--- src/rtl/lpddr5_ca_decoder_if.sv ---
// Decoded-command stream between the LPDDR5 CA decoder and its consumer.
interface lpddr5_ca_decoder_if;
  localparam int unsigned CODE_W = 5;
  localparam int unsigned PAY_W  = 14;

  logic              cmd_valid;
  logic              cmd_ready;
  logic [CODE_W-1:0] cmd_code;
  logic [PAY_W-1:0]  cmd_payload;

  modport master (output cmd_valid, output cmd_code, output cmd_payload, input cmd_ready);
  modport slave  (input cmd_valid, input cmd_code, input cmd_payload, output cmd_ready);
endinterface

--- src/rtl/lpddr5_ca_decoder.sv ---
// LPDDR5 CA bus decoder: samples cs/ca each ck_t edge, decodes one- and
// two-cycle commands, queues them in a small FIFO and flags protocol errors.
// Optional refresh watchdog enabled by defining LPDDR5_REF_WATCHDOG_EN.
module lpddr5_ca_decoder #(
  parameter int unsigned FIFO_DEPTH = 4,
  parameter int unsigned TREFI_MAX  = 1024
) (
  input  logic                ck_t,
  input  logic                ddr_reset_n,
  input  logic                cs,
  input  logic [6:0]          ca,
  lpddr5_ca_decoder_if.master cmd_if,
  output logic                err_illegal,
  output logic                err_seq,
  output logic                err_ovf,
  output logic                ref_late
);
  localparam int unsigned CA_W   = 7;
  localparam int unsigned CODE_W = 5;
  localparam int unsigned PAY_W  = 2 * CA_W;
  localparam int unsigned ENT_W  = CODE_W + PAY_W;
  localparam int unsigned AW     = (FIFO_DEPTH > 1) ? $clog2(FIFO_DEPTH) : 1;
  localparam int unsigned CNT_W  = AW + 1;

  localparam logic [CODE_W-1:0] C_ACT  = 5'd1;
  localparam logic [CODE_W-1:0] C_PRE  = 5'd2;
  localparam logic [CODE_W-1:0] C_REF  = 5'd3;
  localparam logic [CODE_W-1:0] C_MWR  = 5'd4;
  localparam logic [CODE_W-1:0] C_WR16 = 5'd5;
  localparam logic [CODE_W-1:0] C_WR32 = 5'd6;
  localparam logic [CODE_W-1:0] C_RD16 = 5'd7;
  localparam logic [CODE_W-1:0] C_RD32 = 5'd8;
  localparam logic [CODE_W-1:0] C_CAS  = 5'd9;
  localparam logic [CODE_W-1:0] C_MPC  = 5'd10;
  localparam logic [CODE_W-1:0] C_SRE  = 5'd11;
  localparam logic [CODE_W-1:0] C_MRW  = 5'd12;
  localparam logic [CODE_W-1:0] C_MRR  = 5'd13;
  localparam logic [CODE_W-1:0] C_WFF  = 5'd14;
  localparam logic [CODE_W-1:0] C_RFF  = 5'd15;
  localparam logic [CODE_W-1:0] C_PDE  = 5'd16;
  localparam logic [CODE_W-1:0] C_PDX  = 5'd17;

  typedef enum logic [1:0] {S_IDLE, S_SECOND, S_PD} state_t;
  typedef enum logic [1:0] {K_NOP, K_ONE, K_TWO, K_BAD} kind_t;

  state_t              state_q, state_d;
  logic [CA_W-1:0]     first_q, first_d;
  logic [AW-1:0]       rd_ptr_q, rd_ptr_d, wr_ptr_q, wr_ptr_d;
  logic [CNT_W-1:0]    count_q, count_d;
  logic                err_illegal_q, err_illegal_d;
  logic                err_seq_q, err_seq_d;
  logic                err_ovf_q, err_ovf_d;
  logic [ENT_W-1:0]    mem_q [FIFO_DEPTH];

  kind_t               dec_kind;
  logic [CODE_W-1:0]   dec_code;
  logic                second_ok;
  logic                push, pop, full, wr_en;
  logic [CODE_W-1:0]   push_code;
  logic [PAY_W-1:0]    push_pay;
  logic [ENT_W-1:0]    head;

  // First-sample pattern decode (ca[6] is CA0, so literals read CA0..CA6)
  always_comb begin
    dec_kind = K_BAD;
    dec_code = '0;
    casez (ca)
      7'b0000000: dec_kind = K_NOP;
      7'b111????: begin dec_kind = K_TWO; dec_code = C_ACT;  end
      7'b0001101: begin dec_kind = K_TWO; dec_code = C_MRW;  end
      7'b0001111: begin dec_kind = K_ONE; dec_code = C_PRE;  end
      7'b0001110: begin dec_kind = K_ONE; dec_code = C_REF;  end
      7'b010????: begin dec_kind = K_ONE; dec_code = C_MWR;  end
      7'b011????: begin dec_kind = K_ONE; dec_code = C_WR16; end
      7'b0010???: begin dec_kind = K_ONE; dec_code = C_WR32; end
      7'b100????: begin dec_kind = K_ONE; dec_code = C_RD16; end
      7'b101????: begin dec_kind = K_ONE; dec_code = C_RD32; end
      7'b0011???: begin dec_kind = K_ONE; dec_code = C_CAS;  end
      7'b000011?: begin dec_kind = K_ONE; dec_code = C_MPC;  end
      7'b0001011: begin dec_kind = K_ONE; dec_code = C_SRE;  end
      7'b0001100: begin dec_kind = K_ONE; dec_code = C_MRR;  end
      7'b0000011: begin dec_kind = K_ONE; dec_code = C_WFF;  end
      7'b0000010: begin dec_kind = K_ONE; dec_code = C_RFF;  end
      7'b0000001: begin dec_kind = K_ONE; dec_code = C_PDE;  end
      default:    dec_kind = K_BAD;
    endcase
  end

  // ACT and MRW are told apart by CA0 of the latched first half
  assign second_ok = first_q[6] ? (ca[6:4] == 3'b110) : (ca[6:1] == 6'b000100);

  // Command FSM: next state, push request and error pulses
  always_comb begin
    state_d       = state_q;
    first_d       = first_q;
    push          = 1'b0;
    push_code     = '0;
    push_pay      = '0;
    err_illegal_d = 1'b0;
    err_seq_d     = 1'b0;
    case (state_q)
      S_IDLE: begin
        if (cs) begin
          case (dec_kind)
            K_NOP: ;
            K_TWO: begin
              state_d = S_SECOND;
              first_d = ca;
            end
            K_ONE: begin
              push      = 1'b1;
              push_code = dec_code;
              push_pay  = {ca, CA_W'(0)};
              if (dec_code == C_PDE) state_d = S_PD;
            end
            default: err_illegal_d = 1'b1;
          endcase
        end
      end
      S_SECOND: begin
        state_d = S_IDLE;
        if (cs && second_ok) begin
          push      = 1'b1;
          push_code = first_q[6] ? C_ACT : C_MRW;
          push_pay  = {first_q, ca};
        end else begin
          err_seq_d = 1'b1;
        end
      end
      S_PD: begin
        if (cs) begin
          err_illegal_d = 1'b1;
        end else if (ca == 7'b0000001) begin
          push      = 1'b1;
          push_code = C_PDX;
          push_pay  = {7'b0000001, CA_W'(0)};
          state_d   = S_IDLE;
        end
      end
      default: state_d = S_IDLE;
    endcase
  end

  // FIFO bookkeeping; a pop frees the slot a same-cycle push fills
  always_comb begin
    full      = (count_q == CNT_W'(FIFO_DEPTH));
    pop       = (count_q != '0) && cmd_if.cmd_ready;
    wr_en     = push && (!full || pop);
    count_d   = count_q + CNT_W'(wr_en) - CNT_W'(pop);
    wr_ptr_d  = wr_ptr_q + AW'(wr_en);
    rd_ptr_d  = rd_ptr_q + AW'(pop);
    err_ovf_d = err_ovf_q | (push && full && !pop);
  end

  // State and control registers
  always_ff @(posedge ck_t) begin
    if (!ddr_reset_n) begin
      state_q       <= S_IDLE;
      first_q       <= '0;
      rd_ptr_q      <= '0;
      wr_ptr_q      <= '0;
      count_q       <= '0;
      err_illegal_q <= 1'b0;
      err_seq_q     <= 1'b0;
      err_ovf_q     <= 1'b0;
    end else begin
      state_q       <= state_d;
      first_q       <= first_d;
      rd_ptr_q      <= rd_ptr_d;
      wr_ptr_q      <= wr_ptr_d;
      count_q       <= count_d;
      err_illegal_q <= err_illegal_d;
      err_seq_q     <= err_seq_d;
      err_ovf_q     <= err_ovf_d;
    end
  end

  // FIFO storage
  always_ff @(posedge ck_t) begin
    if (ddr_reset_n && wr_en) mem_q[wr_ptr_q] <= {push_code, push_pay};
  end

  assign head               = mem_q[rd_ptr_q];
  assign cmd_if.cmd_valid   = (count_q != '0);
  assign cmd_if.cmd_code    = cmd_if.cmd_valid ? head[ENT_W-1:PAY_W] : '0;
  assign cmd_if.cmd_payload = cmd_if.cmd_valid ? head[PAY_W-1:0] : '0;
  assign err_illegal        = err_illegal_q;
  assign err_seq            = err_seq_q;
  assign err_ovf            = err_ovf_q;

`ifdef LPDDR5_REF_WATCHDOG_EN
  localparam int unsigned REF_W = 16;

  logic [REF_W-1:0] ref_cnt_q, ref_cnt_d;
  logic             ref_late_q, ref_late_d;
  logic             ref_seen;

  assign ref_seen = (state_q == S_IDLE) && cs && (ca == 7'b0001110);

  // Refresh interval counter: frozen in power-down, saturating, one pulse per interval
  always_comb begin
    ref_cnt_d  = ref_cnt_q;
    ref_late_d = 1'b0;
    if (ref_seen) begin
      ref_cnt_d = '0;
    end else if (state_q != S_PD && ref_cnt_q != {REF_W{1'b1}}) begin
      ref_cnt_d  = ref_cnt_q + REF_W'(1);
      ref_late_d = (ref_cnt_d == REF_W'(TREFI_MAX));
    end
  end

  // Watchdog registers
  always_ff @(posedge ck_t) begin
    if (!ddr_reset_n) begin
      ref_cnt_q  <= '0;
      ref_late_q <= 1'b0;
    end else begin
      ref_cnt_q  <= ref_cnt_d;
      ref_late_q <= ref_late_d;
    end
  end

  assign ref_late = ref_late_q;
`else
  assign ref_late = 1'b0;
`endif

endmodule

--- src/flat_wrapper.sv ---
// flat-port wrapper written by rule: the top's interface ports become plain ports
module lpddr5_ca_decoder_flat 
#(
  parameter int unsigned FIFO_DEPTH = 4,
  parameter int unsigned TREFI_MAX  = 1024
)
  (ck_t, ddr_reset_n, cs, ca, err_illegal, err_seq, err_ovf, ref_late, cmd_if_cmd_valid, cmd_if_cmd_code, cmd_if_cmd_payload, cmd_if_cmd_ready);
  lpddr5_ca_decoder_if cmd_if_i ();
  input  logic ck_t;
  input  logic ddr_reset_n;
  input  logic cs;
  input  logic [6:0] ca;
  output logic err_illegal;
  output logic err_seq;
  output logic err_ovf;
  output logic ref_late;
  output wire logic [$bits(cmd_if_i.cmd_valid)-1:0] cmd_if_cmd_valid;
  output wire logic [$bits(cmd_if_i.cmd_code)-1:0] cmd_if_cmd_code;
  output wire logic [$bits(cmd_if_i.cmd_payload)-1:0] cmd_if_cmd_payload;
  input wire logic [$bits(cmd_if_i.cmd_ready)-1:0] cmd_if_cmd_ready;
  assign cmd_if_cmd_valid = cmd_if_i.cmd_valid;
  assign cmd_if_cmd_code = cmd_if_i.cmd_code;
  assign cmd_if_cmd_payload = cmd_if_i.cmd_payload;
  assign cmd_if_i.cmd_ready = cmd_if_cmd_ready;
  lpddr5_ca_decoder #(.FIFO_DEPTH(FIFO_DEPTH), .TREFI_MAX(TREFI_MAX)) u_core (.ck_t(ck_t), .ddr_reset_n(ddr_reset_n), .cs(cs), .ca(ca), .cmd_if(cmd_if_i), .err_illegal(err_illegal), .err_seq(err_seq), .err_ovf(err_ovf), .ref_late(ref_late));
endmodule
--- config.mk ---
export PLATFORM = sky130hd
export DESIGN_NAME = lpddr5_ca_decoder_flat
export DESIGN_NICKNAME = d
export VERILOG_FILES = /design/src/rtl/lpddr5_ca_decoder_if.sv /design/src/rtl/lpddr5_ca_decoder.sv /design/src/flat_wrapper.sv
export SDC_FILE = /design/constraint.sdc
export NUM_CORES = 1
export LEC_CHECK = 0
export ABC_AREA = 1
export BUFFER_PORTS_ARGS = -buffer_cell sky130_fd_sc_hd__buf_4
export CORE_ASPECT_RATIO = 1.5
export CORE_MARGIN = 4
export CORE_UTILIZATION = 45
export DETAILED_ROUTE_END_ITERATION = 10
export GPL_TIMING_DRIVEN = 0
export PLACE_DENSITY_LB_ADDON = 0.12
export SETUP_SLACK_MARGIN = 0.05
export SYNTH_ARGS = -nofsm -noshare
export SYNTH_HDL_FRONTEND = slang
export SYNTH_SLANG_ARGS = --single-unit
--- constraint.sdc ---
create_clock -name ck_t -period 4 [get_ports ck_t]
set_input_delay 0.2 -clock ck_t [delete_from_list [all_inputs] [get_ports ck_t]]
set_output_delay 0.2 -clock ck_t [all_outputs]
set_load 0.03 [all_outputs]
==> results_tabular.tex, run 1 <==
\begin{tabular}{lr}
\hline
Metric & Value \\
\hline
\multicolumn{2}{l}{\textbf{Placed design}} \\
\quad Worst setup timing slack at the placement stage & 1.44 ns \\
\quad Total half-perimeter wirelength after legalization and detailed placement & 6850 um \\
\quad Port-buffer cells & 33 \\
\quad Final weighted congestion in routability-driven placement & 0.904 \\
\quad Dpl cell area & 4730 um2 \\
\multicolumn{2}{l}{\textbf{STA}} \\
\quad Highest achievable clock rate & 0.385 GHz \\
\quad Final setup violation count & 0 \\
\quad Final sum of negative setup slack & 0 ns \\
\quad Transition time at the pin with the least slew margin & 0.602 ns \\
\quad Total count of hold-check failures in the final report & 0 \\
\quad Clock tree skew after final layout & 0.00817 ns \\
\quad RSZ-0062 raised after global routing & false \\
\quad Final worst path period need & 2.60 ns \\
\quad Max-slew headroom & 59.5\% \\
\quad Final worst setup slack & 1.40 ns \\
\quad Fin crit share & 64.9\% \\
\quad Number of pins with negative max-slew slack in the final report & 0 \\
\multicolumn{2}{l}{\textbf{Power}} \\
\quad Total power density per cell area & 614 nW/um2 \\
\quad Worst voltage drop across the vdd grid & 0.000326 V \\
\quad Cell leakage power & 2.00 nW \\
\multicolumn{2}{l}{\textbf{Routing}} \\
\quad Number of optimization iterations in the first detailed-route pass & 4 \\
\quad Post-detailed-route via-to-cell ratio & 5.26 \\
\quad Wire length per cell & 15.9 um \\
\quad Final wirelength & 9590 um \\
\quad Drt drc & 0 \\
\quad 1st-iter DRT viols & 178 \\
\quad Vias post-DR & 3165 \\
\quad Post-DRT Antenna Nets & 0 \\
\multicolumn{2}{l}{\textbf{Yosys}} \\
\quad Async SR Flop Fraction & 0\% \\
\quad Library cell with the highest instance count after synthesis & sky130\_fd\_sc\_hd\_\_nor2\_1 \\
\quad Mapped Area & 4230 um2 \\
\quad Total of warnings raised by yosys & 0 \\
\quad Synth top area cells & sky130\_fd\_sc\_hd\_\_edfxtp\_1 54\%, sky130\_fd\_sc\_hd\_\_nor2\_1 9.8\%, sky130\_fd\_sc\_hd\_\_dfxtp\_1 9.0\%, sky130\_fd\_sc\_hd\_\_o21ai\_0 6.0\%, sky130\_fd\_sc\_hd\_\_nand2\_1 3.7\% \\
\quad Synth Register Bits & 95 \\
\quad Seq/Total Area, Yosys & 62.9\% \\
\quad Proportion of netlist area held by the largest area contributor & 53.9\% \\
\quad Cell variety after synth & 36 \\
\quad Syn\_area\_per\_cell & 9.77 um2 \\
\quad Post-synthesis instance total & 433 \\
\quad Commonest register cell after synthesis & sky130\_fd\_sc\_hd\_\_edfxtp\_1 \\
\quad EDFF count, synth & 76 \\
\quad Most instantiated cells after synthesis & 110 x sky130\_fd\_sc\_hd\_\_nor2\_1, 76 x sky130\_fd\_sc\_hd\_\_edfxtp\_1, 51 x sky130\_fd\_sc\_hd\_\_o21ai\_0 \\
\quad Dominant cell type by area after synthesis & sky130\_fd\_sc\_hd\_\_edfxtp\_1 \\
\multicolumn{2}{l}{\textbf{Cells and area}} \\
\quad Net count, final & 501 \\
\quad Area of all placed cells without fillers & 5020 um2 \\
\quad Number of inserted filler cells in the final layout & 822 \\
\quad Signed area change from the synthesized netlist to the final layout & 18.6\% \\
\quad Final design utilization & 54.6\% \\
\quad Fraction of final layout cells sized beyond drive strength 1 & 16.7\% \\
\quad Final antenna diode count & 0 \\
\multicolumn{2}{l}{\textbf{Clock network}} \\
\quad Post-CTS resize count & 0 \\
\quad Clock transition at the registers of the reported paths & 0.06 ns \\
\quad Setup Fix Bufs, Post-CTS & 0 \\
\quad Clock sink count & 95 \\
\quad Number of buffers between clock root and the deepest sink & 2 \\
\quad Worst-Skew Late Latency & 0.33 ns \\
\quad Total clock buffers created by CTS & 9 \\
\quad H-tree levels & 3 \\
\quad CTS Root Buffer Type & sky130\_fd\_sc\_hd\_\_clkbuf\_16 \\
\quad TritonCTS clock tree & done \\
\quad Number of buffers added to fix hold violations after cts & 0 \\
\multicolumn{2}{l}{\textbf{Critical path}} \\
\quad Worst Setup SP & u\_core.rd\_ptr\_q[0]\$\_SDFF\_PN0\_ \\
\quad RR Startpoint & u\_core.count\_q[0]\$\_SDFF\_PN0\_ \\
\quad Crit path cell chain & clkbuf\_1 > clkbuf\_1 > nor2\_1 > nor2\_1 > o21ai\_0 > a21oi\_1 > buf\_4 \\
\quad Maximum fanout along the worst path & 10 \\
\quad Data arrival time of the worst path & 2.40 ns \\
\quad Worst endpoint required time & 3.80 ns \\
\quad Cell type of the slowest stage on the worst timing path & sky130\_fd\_sc\_hd\_\_clkbuf\_1 \\
\quad Crit-path max cell delay & 0.49 ns \\
\quad Worst Setup Path Type & reg2out \\
\quad Crit end category & primary output \\
\quad Kind of start point of the critical path & register \\
\multicolumn{2}{l}{\textbf{GRT}} \\
\quad GR Util All Layers & 18.6\% \\
\quad Number of global-route vias before repair & 3206 \\
\quad Remaining global-route overflow & 0 \\
\quad Maximum number of pins on one net before global-route repair & 16 \\
\quad Wire length of the first global-routing pass & 15600 um \\
\quad Initial antenna violation count & 0 \\
\multicolumn{2}{l}{\textbf{Floorplanning}} \\
\quad Die boundary height & 127 um \\
\quad Die Footprint & 11100 um2 \\
\quad Initial cell density of the core & 46.0\% \\
\quad Cell Rows & 43 \\
\quad Area of the core & 9200 um2 \\
\quad Io pins & 35 \\
\quad Width of the die & 87.2 um \\
\multicolumn{2}{l}{\textbf{Hold path}} \\
\quad Type of the tightest min-delay check & in2reg \\
\quad Beginning of the worst hold path & cs \\
\multicolumn{2}{l}{\textbf{Run status}} \\
\quad Run status & completed \\
\multicolumn{2}{l}{\textbf{Flow run}} \\
\quad Max-cap viol count & 0 \\
\hline
\end{tabular}
-- worst paths after layout --
path	cells past startpoint	slack, ns	end
hold reg to reg	2	0.46	u_core.first_q[5]$_SDFFE_PN0P_
setup / recovery	7	1.40	cmd_if_cmd_code[0]
setup reg to reg	12	1.55	u_core.count_q[2]$_SDFF_PN0_
hold / removal	3	0.13	u_core.err_illegal$_SDFF_PN0_
-- per-layer routing --
layer	global-route usage [%]	vias up	wire length [um]
li1	-	1554	-
met1	22.6	1499	3950
met2	31.2	82	4860
met3	3.12	30	400
met4	10.0	0	377
met5	0	-	0
-- placed cells by master, fill, tap and decap left out, drive strengths merged --
master | Yosys | final
clkbuf | 12 | 22
inv | 38 | 38
nand2 | 49 | 49
o22ai | 3 | 3
conb | 1 | 5
xnor2 | 2 | 2
nor3 | 6 | 6
o21ai | 52 | 52
nand3 | 11 | 11
clkinv | 1 | 3
o211ai | 2 | 2
ha | 4 | 4
nand3b | 1 | 1
bufinv | 0 | 1
nor4 | 1 | 1
clkinvlp | 0 | 3
or2 | 2 | 2
nand4 | 2 | 2
edfxtp | 76 | 76
fa | 1 | 1
a21oi | 32 | 32
nor2 | 113 | 113
buf | 5 | 42
dfxtp | 19 | 19
-- worst max-delay path: cells and delay by family, from the launching register on --
| family | cells | cell delay (ns) |
|---|---|---|
| simple gates | 2 | 0.21 |
| buf+inv | 3 | 1.14 |
| flops | 1 | 0.40 |
| compound gates | 2 | 0.31 |
-- state kept, by name (all words and copies together) (netlist names) --
register / cells
u_core.first_q: 7
u_core.err_ovf: 1
u_core.mem_q: 76
u_core.count_q: 3
u_core.err_seq: 1
u_core.rd_ptr_q: 2
u_core.wr_ptr_q: 2
u_core.state_q: 2
u_core.err_illegal: 1
-- through the flow --
stage / hold WS, ns / power (W) / std cells
2_1_floorplan: 0.338 / 0.00187 / 437
3_3_place_gp: 0.456 / 0.00226 / 582
3_5_place_dp: 0.457 / 0.00229 / 586
4_1_cts: 0.123 / 0.00311 / 602
5_1_grt: 0.142 / 0.00326 / 602
6_report: 0.132 / 0.00308 / 602
-- layout make-up --
class / count / area (um2) / share of cell area, %
inverter: 39 / 151 / 3.02
timing repair buffer: 37 / 333 / 6.63
tap: 112 / 140 / 2.79
multi-input combinational: 286 / 1370 / 27.2
clock inverter: 6 / 61.3 / 1.22
buffer: 17 / 77.6 / 1.55
sequential: 95 / 2660 / 53.0
clock buffer: 10 / 229 / 4.56
-- cells by family after synthesis --
group           after synthesis  synth area share (%)
simple gates                185                  18.6
flops                        95                  62.9
compound gates               89                  10.9
buf+inv                      56                  5.41
fa+ha+maj                     5                  1.66
xor+xnor                      2                 0.414
other cells                   1                0.0886
-- power breakdown --
| group | internal (W) | switching, W | total, W |
|---|---|---|---|
| clock | 0.000481 | 0.000342 | 0.000823 |
| sequential | 0.00111 | 0.0000248 | 0.00113 |
| combinational | 0.000355 | 0.000770 | 0.00112 |
(Power assumes the default switching activity.)
==> inputs of run 2 (changes only) <==
- clock period: 4 -> 2.3 ns (I/O delays scaled with it)
==> run 2 against run 1 <==
Net effect:
- power rose by 75%
- sequential share of layout area down 0.61 points
- register-to-register slack lost 1.3 ns
- sequential power is 74% higher
- wire length rose by 0.77%
- setup slack worse by 1.2 ns
- final area is 1.2% higher
- clock-buffer cell count is the same
- hold slack lost 0.086 ns
- utilization up 0.64 points
- critical endpoint is now cmd_if_cmd_code[4]
- largest power group is now combinational cells
- highest routed layer unchanged
==> results_tabular.tex, run 2 (synthesis results as in run 1) <==
\begin{tabular}{lr}
\hline
Metric & Value \\
\hline
\multicolumn{2}{l}{\textbf{Run status}} \\
\quad Run status & completed \\
\multicolumn{2}{l}{\textbf{Routing}} \\
\quad Final wirelength & 9660 um (+0.77\%) \\
\quad Post-detailed-route via-to-cell ratio & 5.19 (-1.3\%) \\
\quad Number of optimization iterations in the first detailed-route pass & 4 (unchanged) \\
\quad Post-DRT Antenna Nets & 0 (unchanged) \\
\quad Vias post-DR & 3141 (-0.76\%) \\
\quad Drt drc & 0 (unchanged) \\
\quad 1st-iter DRT viols & 206 (+16\%) \\
\quad Wire length per cell & 16.0 um (+0.27\%) \\
\multicolumn{2}{l}{\textbf{Cells and area}} \\
\quad Registers with the highest flip-flop counts & u\_core.mem\_q (76), u\_core.first\_q (7), u\_core.count\_q (3) \\
\quad Fraction of final layout cells sized beyond drive strength 1 & 18.9\% (+2.1 points) \\
\quad Leading cell types in the layout, fill and taps excluded & 106 x sky130\_fd\_sc\_hd\_\_nor2\_1, 76 x sky130\_fd\_sc\_hd\_\_edfxtp\_1, 51 x sky130\_fd\_sc\_hd\_\_o21ai\_0, 42 x sky130\_fd\_sc\_hd\_\_nand2\_1, 38 x sky130\_fd\_sc\_hd\_\_buf\_4 \\
\quad Signed area change from the synthesized netlist to the final layout & 20.0\% \\
\quad Leading cell type in the layout, fill and taps excluded & sky130\_fd\_sc\_hd\_\_nor2\_1 \\
\quad Most flops, register & u\_core.mem\_q \\
\quad Number of inserted filler cells in the final layout & 814 (-0.97\%) \\
\quad Net count, final & 504 (+0.60\%) \\
\quad Final antenna diode count & 0 (unchanged) \\
\quad Number of flip-flops in the largest register & 76 (unchanged) \\
\quad Area of all placed cells without fillers & 5080 um2 (+1.2\%) \\
\multicolumn{2}{l}{\textbf{Critical path}} \\
\quad Worst endpoint required time & 2.18 ns (-1.62 ns) \\
\quad Number of buffers and inverters on the critical path & 3 (unchanged) \\
\quad Worst Setup Path Type & reg2out \\
\quad Kind of cell adding the most delay to the critical path & buffers and inverters \\
\quad Cell seen most often among critical-path stages & sky130\_fd\_sc\_hd\_\_nor2\_1 \\
\quad Crit-path max cell delay & 0.40 ns (-0.09 ns) \\
\quad Maximum fanout along the worst path & 10 (unchanged) \\
\quad Cell type of the slowest stage on the worst timing path & sky130\_fd\_sc\_hd\_\_dfxtp\_1 \\
\quad Crit path cell chain & clkbuf\_2 > clkbuf\_4 > nor2\_1 > nor2\_1 > o21ai\_0 > a21oi\_1 > buf\_4 \\
\quad Kind of start point of the critical path & register \\
\quad Data arrival time of the worst path & 1.97 ns (-0.43 ns) \\
\quad Crit end category & primary output \\
\multicolumn{2}{l}{\textbf{Power}} \\
\quad Proportion of power drawn by the clock network & 26.4\% (-0.3 points) \\
\quad Cell internal power dissipation & 0.00342 W (+76\%) \\
\quad Cell leakage power & 2.05 nW (+2.2\%) \\
\quad Worst voltage drop across the vdd grid & 0.000564 V (+73\%) \\
\quad Register share of total power & 36.6\% (-0.2 points) \\
\quad Switching power of the nets & 0.00198 W (+74\%) \\
\quad Net switching share of the total power & 36.6\% (-0.24 points) \\
\quad Combinational cell fraction of total power & 37.0\% (+0.5 points) \\
\quad Total power density per cell area & 1060 nW/um2 (+73\%) \\
\multicolumn{2}{l}{\textbf{Clock network}} \\
\quad Worst-Skew Late Latency & 0.33 ns (about the same) \\
\quad Total clock buffers created by CTS & 9 (unchanged) \\
\quad Number of buffers between clock root and the deepest sink & 2 (unchanged) \\
\quad CTS Root Buffer Type & sky130\_fd\_sc\_hd\_\_clkbuf\_16 \\
\quad TritonCTS clock tree & done \\
\quad Clock transition at the registers of the reported paths & 0.06 ns (about the same) \\
\quad H-tree levels & 3 (unchanged) \\
\quad Clock sink count & 95 (unchanged) \\
\multicolumn{2}{l}{\textbf{Hold path}} \\
\quad Type of the tightest min-delay check & in2reg \\
\multicolumn{2}{l}{\textbf{Placed design}} \\
\quad Dpl cell area & 4730 um2 (unchanged) \\
\quad Port-buffer cells & 33 (unchanged) \\
\quad Total half-perimeter wirelength after legalization and detailed placement & 6850 um (unchanged) \\
\quad Final weighted congestion in routability-driven placement & 0.904 (unchanged) \\
\multicolumn{2}{l}{\textbf{GRT}} \\
\quad Remaining global-route overflow & 0 (unchanged) \\
\quad GR Util All Layers & 18.6\% (unchanged) \\
\quad Initial antenna violation count & 0 (unchanged) \\
\quad Wire length of the first global-routing pass & 15600 um (unchanged) \\
\quad Maximum number of pins on one net before global-route repair & 16 (unchanged) \\
\quad Number of global-route vias before repair & 3206 (unchanged) \\
\multicolumn{2}{l}{\textbf{Flow run}} \\
\quad Max-cap viol count & 0 (unchanged) \\
\multicolumn{2}{l}{\textbf{Floorplanning}} \\
\quad Width of the die & 87.2 um (unchanged) \\
\quad Io pins & 35 (unchanged) \\
\quad Die boundary height & 127 um (unchanged) \\
\quad Initial cell density of the core & 46.0\% (unchanged) \\
\quad Die Footprint & 11100 um2 (unchanged) \\
\quad Area of the core & 9200 um2 (unchanged) \\
\quad Cell Rows & 43 (unchanged) \\
\multicolumn{2}{l}{\textbf{STA}} \\
\quad Final worst path period need & 2.09 ns \\
\quad Transition time at the pin with the least slew margin & 0.625 ns (+0.0231 ns) \\
\quad Final setup violation count & 0 (unchanged) \\
\quad Clock tree skew after final layout & 0.0100 ns (+0.00187 ns) \\
\quad Total count of hold-check failures in the final report & 0 (unchanged) \\
\quad RSZ-0062 raised after global routing & false \\
\quad Number of pins with negative max-slew slack in the final report & 0 (unchanged) \\
\quad Fin crit share & 90.8\% \\
\quad Hold Slack & 0.0467 ns (-0.0857 ns) \\
\quad Max-slew headroom & 58.3\% (-1.1 points) \\
\quad Highest achievable clock rate & 0.479 GHz \\
\hline
\end{tabular}
-- run 2: cell count changes in the layout (fill, tap and decap cells not counted) --
cell	before	now
sky130_fd_sc_hd__clkbuf_4	0	1
sky130_fd_sc_hd__buf_6	1	2
sky130_fd_sc_hd__clkbuf_1	13	5
sky130_fd_sc_hd__nor2_2	6	3
sky130_fd_sc_hd__clkbuf_2	0	5
sky130_fd_sc_hd__buf_4	34	38
sky130_fd_sc_hd__nor2_4	1	4
-- run 2: timing repair --
item,4_1_cts,5_1_grt
gates resized for setup,6,11
hold buffers,0,0
pin swaps,0,3
endpoints found under the setup margin,21,51
buffers inserted,0,4
-- run 2: worst paths after layout --
kind                            slack [ns]                             end                      startpoint  cells past startpoint
worst max-delay path                  0.21              cmd_if_cmd_code[4]   u_core.rd_ptr_q[0]$_SDFF_PN0_                      7
worst min-delay path                  0.05   u_core.err_illegal$_SDFF_PN0_                              cs                      3
worst max register to register        0.22    u_core.count_q[2]$_SDFF_PN0_    u_core.count_q[0]$_SDFF_PN0_                     12
worst min register to register        0.46  u_core.first_q[5]$_SDFFE_PN0P_  u_core.first_q[5]$_SDFFE_PN0P_                      2
-- run 2: power groups by stage --
stage	registers, W	logic (W)	clock network [W]
final	0.00197	0.00200	0.00142
after floorplan	0.00200	0.00126	0
after global placement	0.00201	0.00193	0
after CTS	0.00197	0.00199	0.00146
after detailed placement	0.00201	0.00197	0
after global routing	0.00198	0.00220	0.00153
-- run 2: metal layers --
layer	track usage, %	wire length, um	vias to the layer above
met3	3.12	358	26
li1	-	-	1558
met5	0	0	-
met1	22.6	4080	1480
met4	10.0	329	0
met2	31.2	4890	77
-- run 2: worst reg2reg max path, delay by kind of cell (launching register included) --
| kind | cells | cell delay [ns] |
|---|---|---|
| DFF | 1 | 0.33 |
| adders and majority gates | 3 | 0.81 |
| and+or+nand+nor | 3 | 0.26 |
| AOI/OAI and AO/OA | 2 | 0.19 |
| buffers and inverters | 4 | 0.43 |
-- run 2: layout make-up --
class	count	area [um2]	share of cell area (%)
plain buffers	16	91.3	1.80
clock buffers	10	229	4.51
clock inverters	6	61.3	1.21
inverters	39	151	2.98
multi-input cells	286	1380	27.2
flip-flops and latches	95	2660	52.4
well taps	112	140	2.76
repair buffers	41	363	7.14
-- run 2: per-stage QoR --
step / total power [W] / cells / util [%] / worst slack (ns) / setup TNS [ns]
floorplan: 0.00326 / 437 / - / 0.0483 / 0
global placement: 0.00393 / 582 / 50.4 / -0.991 / -72.38
detailed placement: 0.00398 / 586 / 51.4 / -0.176 / -6.88
CTS: 0.00542 / 602 / 54.6 / 0.0701 / 0
global route: 0.00570 / 605 / 55.2 / 0.0493 / 0
finish: 0.00539 / 605 / 55.2 / 0.211 / 0
==> inputs of run 3 (changes only) <==
- clock period: 2.3 -> 1.8 ns (I/O delays scaled with it)
==> run 3 against run 2 <==
Net effect:
- the flow now finishes with violations (negative setup slack)
- via count barely moved
- cell count rose by 1.7%
- non-clock buffer count rose by 10
- global-route usage rose by 0.21 points
- combinational power rose by 61%
- critical path depth rose by 4
- largest cell class unchanged
- largest power group unchanged
- first-iteration DRC count rose by 23%
==> results_tabular.tex, run 3 (synthesis results as in run 1) <==
\begin{tabular}{lr}
\hline
Metric & Value \\
\hline
\multicolumn{2}{l}{\textbf{Run status}} \\
\quad Run status & complete, but fails checks \\
\quad Failing checks & negative setup slack \\
\multicolumn{2}{l}{\textbf{Clock network}} \\
\quad Clock sink count & 95 (unchanged) \\
\quad Clock transition at the registers of the reported paths & 0.06 ns (about the same) \\
\quad CTS Root Buffer Type & sky130\_fd\_sc\_hd\_\_clkbuf\_16 \\
\quad Total clock buffers created by CTS & 9 (unchanged) \\
\quad TritonCTS clock tree & done \\
\quad Worst-Skew Late Latency & 0.33 ns (about the same) \\
\quad H-tree levels & 3 (unchanged) \\
\quad Number of buffers between clock root and the deepest sink & 2 (unchanged) \\
\multicolumn{2}{l}{\textbf{Floorplanning}} \\
\quad Die boundary height & 127 um (unchanged) \\
\quad Width of the die & 87.2 um (unchanged) \\
\quad Cell Rows & 43 (unchanged) \\
\quad Io pins & 35 (unchanged) \\
\quad Initial cell density of the core & 46.0\% (unchanged) \\
\quad Die Footprint & 11100 um2 (unchanged) \\
\quad Area of the core & 9200 um2 (unchanged) \\
\multicolumn{2}{l}{\textbf{GRT}} \\
\quad Remaining global-route overflow & 0 (unchanged) \\
\quad Met2 Resource Use GR & 34.4\% (+3.2 points) \\
\quad Number of global-route vias before repair & 3119 (-2.7\%) \\
\quad Wire length of the first global-routing pass & 15600 um (unchanged) \\
\quad GR Util All Layers & 18.8\% (+0.21 points) \\
\quad Met1 track demand over resource in global routing & 21.8\% (-0.86 points) \\
\quad Maximum number of pins on one net before global-route repair & 20 (+4) \\
\quad GR peak layer & met2 \\
\quad Initial antenna violation count & 0 (unchanged) \\
\quad Met3 track demand over resource & 3.57\% (+0.45 points) \\
\multicolumn{2}{l}{\textbf{Routing}} \\
\quad 1st-iter DRT viols & 253 (+23\%) \\
\quad Final wirelength & 9750 um (+0.93\%) \\
\quad Post-DRT Antenna Nets & 0 (unchanged) \\
\quad Wire length per cell & 15.9 um (-0.71\%) \\
\quad Post-detailed-route via-to-cell ratio & 5.11 (-1.7\%) \\
\quad Vias post-DR & 3140 (-0.032\%) \\
\quad Drt drc & 0 (unchanged) \\
\quad Number of optimization iterations in the first detailed-route pass & 5 (+1) \\
\multicolumn{2}{l}{\textbf{Cells and area}} \\
\quad Number of inserted filler cells in the final layout & 781 (-4.1\%) \\
\quad Final antenna diode count & 0 (unchanged) \\
\quad Leading cell type in the layout, fill and taps excluded & sky130\_fd\_sc\_hd\_\_nor2\_1 \\
\quad Registers with the highest flip-flop counts & u\_core.mem\_q (76), u\_core.first\_q (7), u\_core.count\_q (3) \\
\quad Signed area change from the synthesized netlist to the final layout & 28.0\% \\
\quad Number of flip-flops in the largest register & 76 (unchanged) \\
\quad Most flops, register & u\_core.mem\_q \\
\quad Area of all sequential standard cells & 2680 um2 (+0.47\%) \\
\quad Net count, final & 514 (+2.0\%) \\
\quad Number of standard cells in the layout, taps in and fillers out & 615 (+1.7\%) \\
\quad Fraction of final layout cells sized beyond drive strength 1 & 28.0\% (+9.2 points) \\
\quad Leading cell types in the layout, fill and taps excluded & 95 x sky130\_fd\_sc\_hd\_\_nor2\_1, 76 x sky130\_fd\_sc\_hd\_\_edfxtp\_1, 44 x sky130\_fd\_sc\_hd\_\_buf\_4, 40 x sky130\_fd\_sc\_hd\_\_o21ai\_0, 37 x sky130\_fd\_sc\_hd\_\_nand2\_1 \\
\quad Area of all placed cells without fillers & 5420 um2 (+6.6\%) \\
\quad Area taken by multi-input logic gates & 1520 um2 (+10\%) \\
\multicolumn{2}{l}{\textbf{Critical path}} \\
\quad Worst Setup Path Type & reg2reg \\
\quad Crit-path max cell delay & 0.53 ns (+0.13 ns) \\
\quad Worst endpoint required time & 2.08 ns (-0.10 ns) \\
\quad Crit end category & register \\
\quad Kind of start point of the critical path & register \\
\quad Crit path cell chain & nor2\_4 > nand2\_4 > inv\_4 > clkbuf\_16 > nor2\_4 > ha\_4 > inv\_2 > ha\_4 > fa\_2 > nand2\_2 > inv\_1 \\
\quad Cell type of the slowest stage on the worst timing path & sky130\_fd\_sc\_hd\_\_fa\_2 \\
\quad Maximum fanout along the worst path & 2 (-8) \\
\quad Data arrival time of the worst path & 2.11 ns (+0.14 ns) \\
\multicolumn{2}{l}{\textbf{STA}} \\
\quad Transition time at the pin with the least slew margin & 0.519 ns (-0.105 ns) \\
\quad Final sum of negative setup slack & -0.478 ns (-0.478 ns) \\
\quad Highest achievable clock rate & 0.545 GHz \\
\quad Clock tree skew after final layout & 0.00880 ns (-0.00124 ns) \\
\quad Number of pins with negative max-slew slack in the final report & 0 (unchanged) \\
\quad Final worst setup slack & -0.0341 ns (-0.245 ns) \\
\quad Final worst path period need & 1.83 ns \\
\quad Max-slew headroom & 65.0\% (+6.7 points) \\
\quad Final setup violation count & 49 (+49) \\
\quad RSZ-0062 raised after global routing & true \\
\quad Fin crit share & 102\% \\
\quad Total count of hold-check failures in the final report & 0 (unchanged) \\
\multicolumn{2}{l}{\textbf{Placed design}} \\
\quad Dpl cell area & 4700 um2 (-0.66\%) \\
\quad Final weighted congestion in routability-driven placement & 0.849 (-6.0\%) \\
\quad Count of placed standard cells including taps & 582 (-0.68\%) \\
\quad Port-buffer cells & 33 (unchanged) \\
\quad Total half-perimeter wirelength after legalization and detailed placement & 6620 um (-3.3\%) \\
\multicolumn{2}{l}{\textbf{Power}} \\
\quad Total power density per cell area & 1370 nW/um2 (+29\%) \\
\quad Cell leakage power & 2.16 nW (+5.4\%) \\
\quad PnR Total Power & 0.00740 W (+37\%) \\
\quad Worst voltage drop across the vdd grid & 0.000807 V (+43\%) \\
\multicolumn{2}{l}{\textbf{Hold path}} \\
\quad Type of the tightest min-delay check & in2reg \\
\multicolumn{2}{l}{\textbf{Flow run}} \\
\quad Max-cap viol count & 0 (unchanged) \\
\hline
\end{tabular}
==> run 3: cell types whose count changed in the layout (fill, tap and decap cells not counted), moves of 6 or more <==
cell	delta
sky130_fd_sc_hd__nor2_2	+6
sky130_fd_sc_hd__nor2_1	-11
sky130_fd_sc_hd__o21ai_0	-11
sky130_fd_sc_hd__dfxtp_1	-6
sky130_fd_sc_hd__buf_4	+6
sky130_fd_sc_hd__o21ai_1	+10
==> run 3: layout make-up <==
type	instances	area share, %
Buffer	16	3.84
Clock buffer	15	4.57
Clock inverter	1	0.116
Inverter	39	2.93
Multi-Input combinational cell	286	28.0
Sequential cell	95	49.4
Tap cell	112	2.59
Timing Repair Buffer	51	8.50
==> run 3: path summary, 6_finish.rpt <==
| check | from | to | slack (ns) | cells past startpoint |
|---|---|---|---|---|
| setup / recovery | u_core.count_q[0]$_SDFF_PN0_ | u_core.count_q[1]$_SDFF_PN0_ | -0.03 | 11 |
| hold / removal | cs | u_core.err_illegal$_SDFF_PN0_ | 0.03 | 3 |
| setup reg to reg | u_core.count_q[0]$_SDFF_PN0_ | u_core.count_q[1]$_SDFF_PN0_ | -0.03 | 11 |
| hold reg to reg | u_core.first_q[4]$_SDFFE_PN0P_ | u_core.first_q[4]$_SDFFE_PN0P_ | 0.46 | 2 |
==> run 3: what timing repair did <==
action                     4_1_cts  5_1_grt
gates resized for setup         50       36
setup buffers                   14        4
pin swaps                       13       12
setup endpoints to repair       97      119
hold buffers                     0        0
==> run 3: metal layers <==
metal	vias to the layer above	routed length, um
met5	-	0
li1	1577	-
met2	89	5350
met1	1461	3790
met4	0	174
met3	13	437
==> run 3: power by group <==
group          switching [W]  total (W)  internal (W)
sequential         0.0000730    0.00255       0.00248
clock               0.000705    0.00164      0.000940
combinational        0.00189    0.00321       0.00132
total                0.00267    0.00740       0.00473
==> run 3: worst max-delay path: cells and delay by family (launching register included) <==
| kind | cells | cell delay (ns) |
|---|---|---|
| adder cells (fa/ha/maj) | 3 | 0.93 |
| flip-flops | 1 | 0.34 |
| AND/OR/NAND/NOR | 4 | 0.26 |
| buffers and inverters | 4 | 0.27 |
==> run 3: through the flow <==
| step | setup WS, ns | utilization, % | hold WS [ns] |
|---|---|---|---|
| 2_1_floorplan | -0.0863 | - | 0.228 |
| 3_3_place_gp | -0.647 | 51.1 | 0.370 |
| 3_5_place_dp | -0.654 | 51.1 | 0.371 |
| 4_1_cts | -0.0434 | 57.6 | 0.0178 |
| 5_1_grt | -0.136 | 58.9 | 0.0319 |
| 6_report | -0.0341 | 58.9 | 0.0278 |
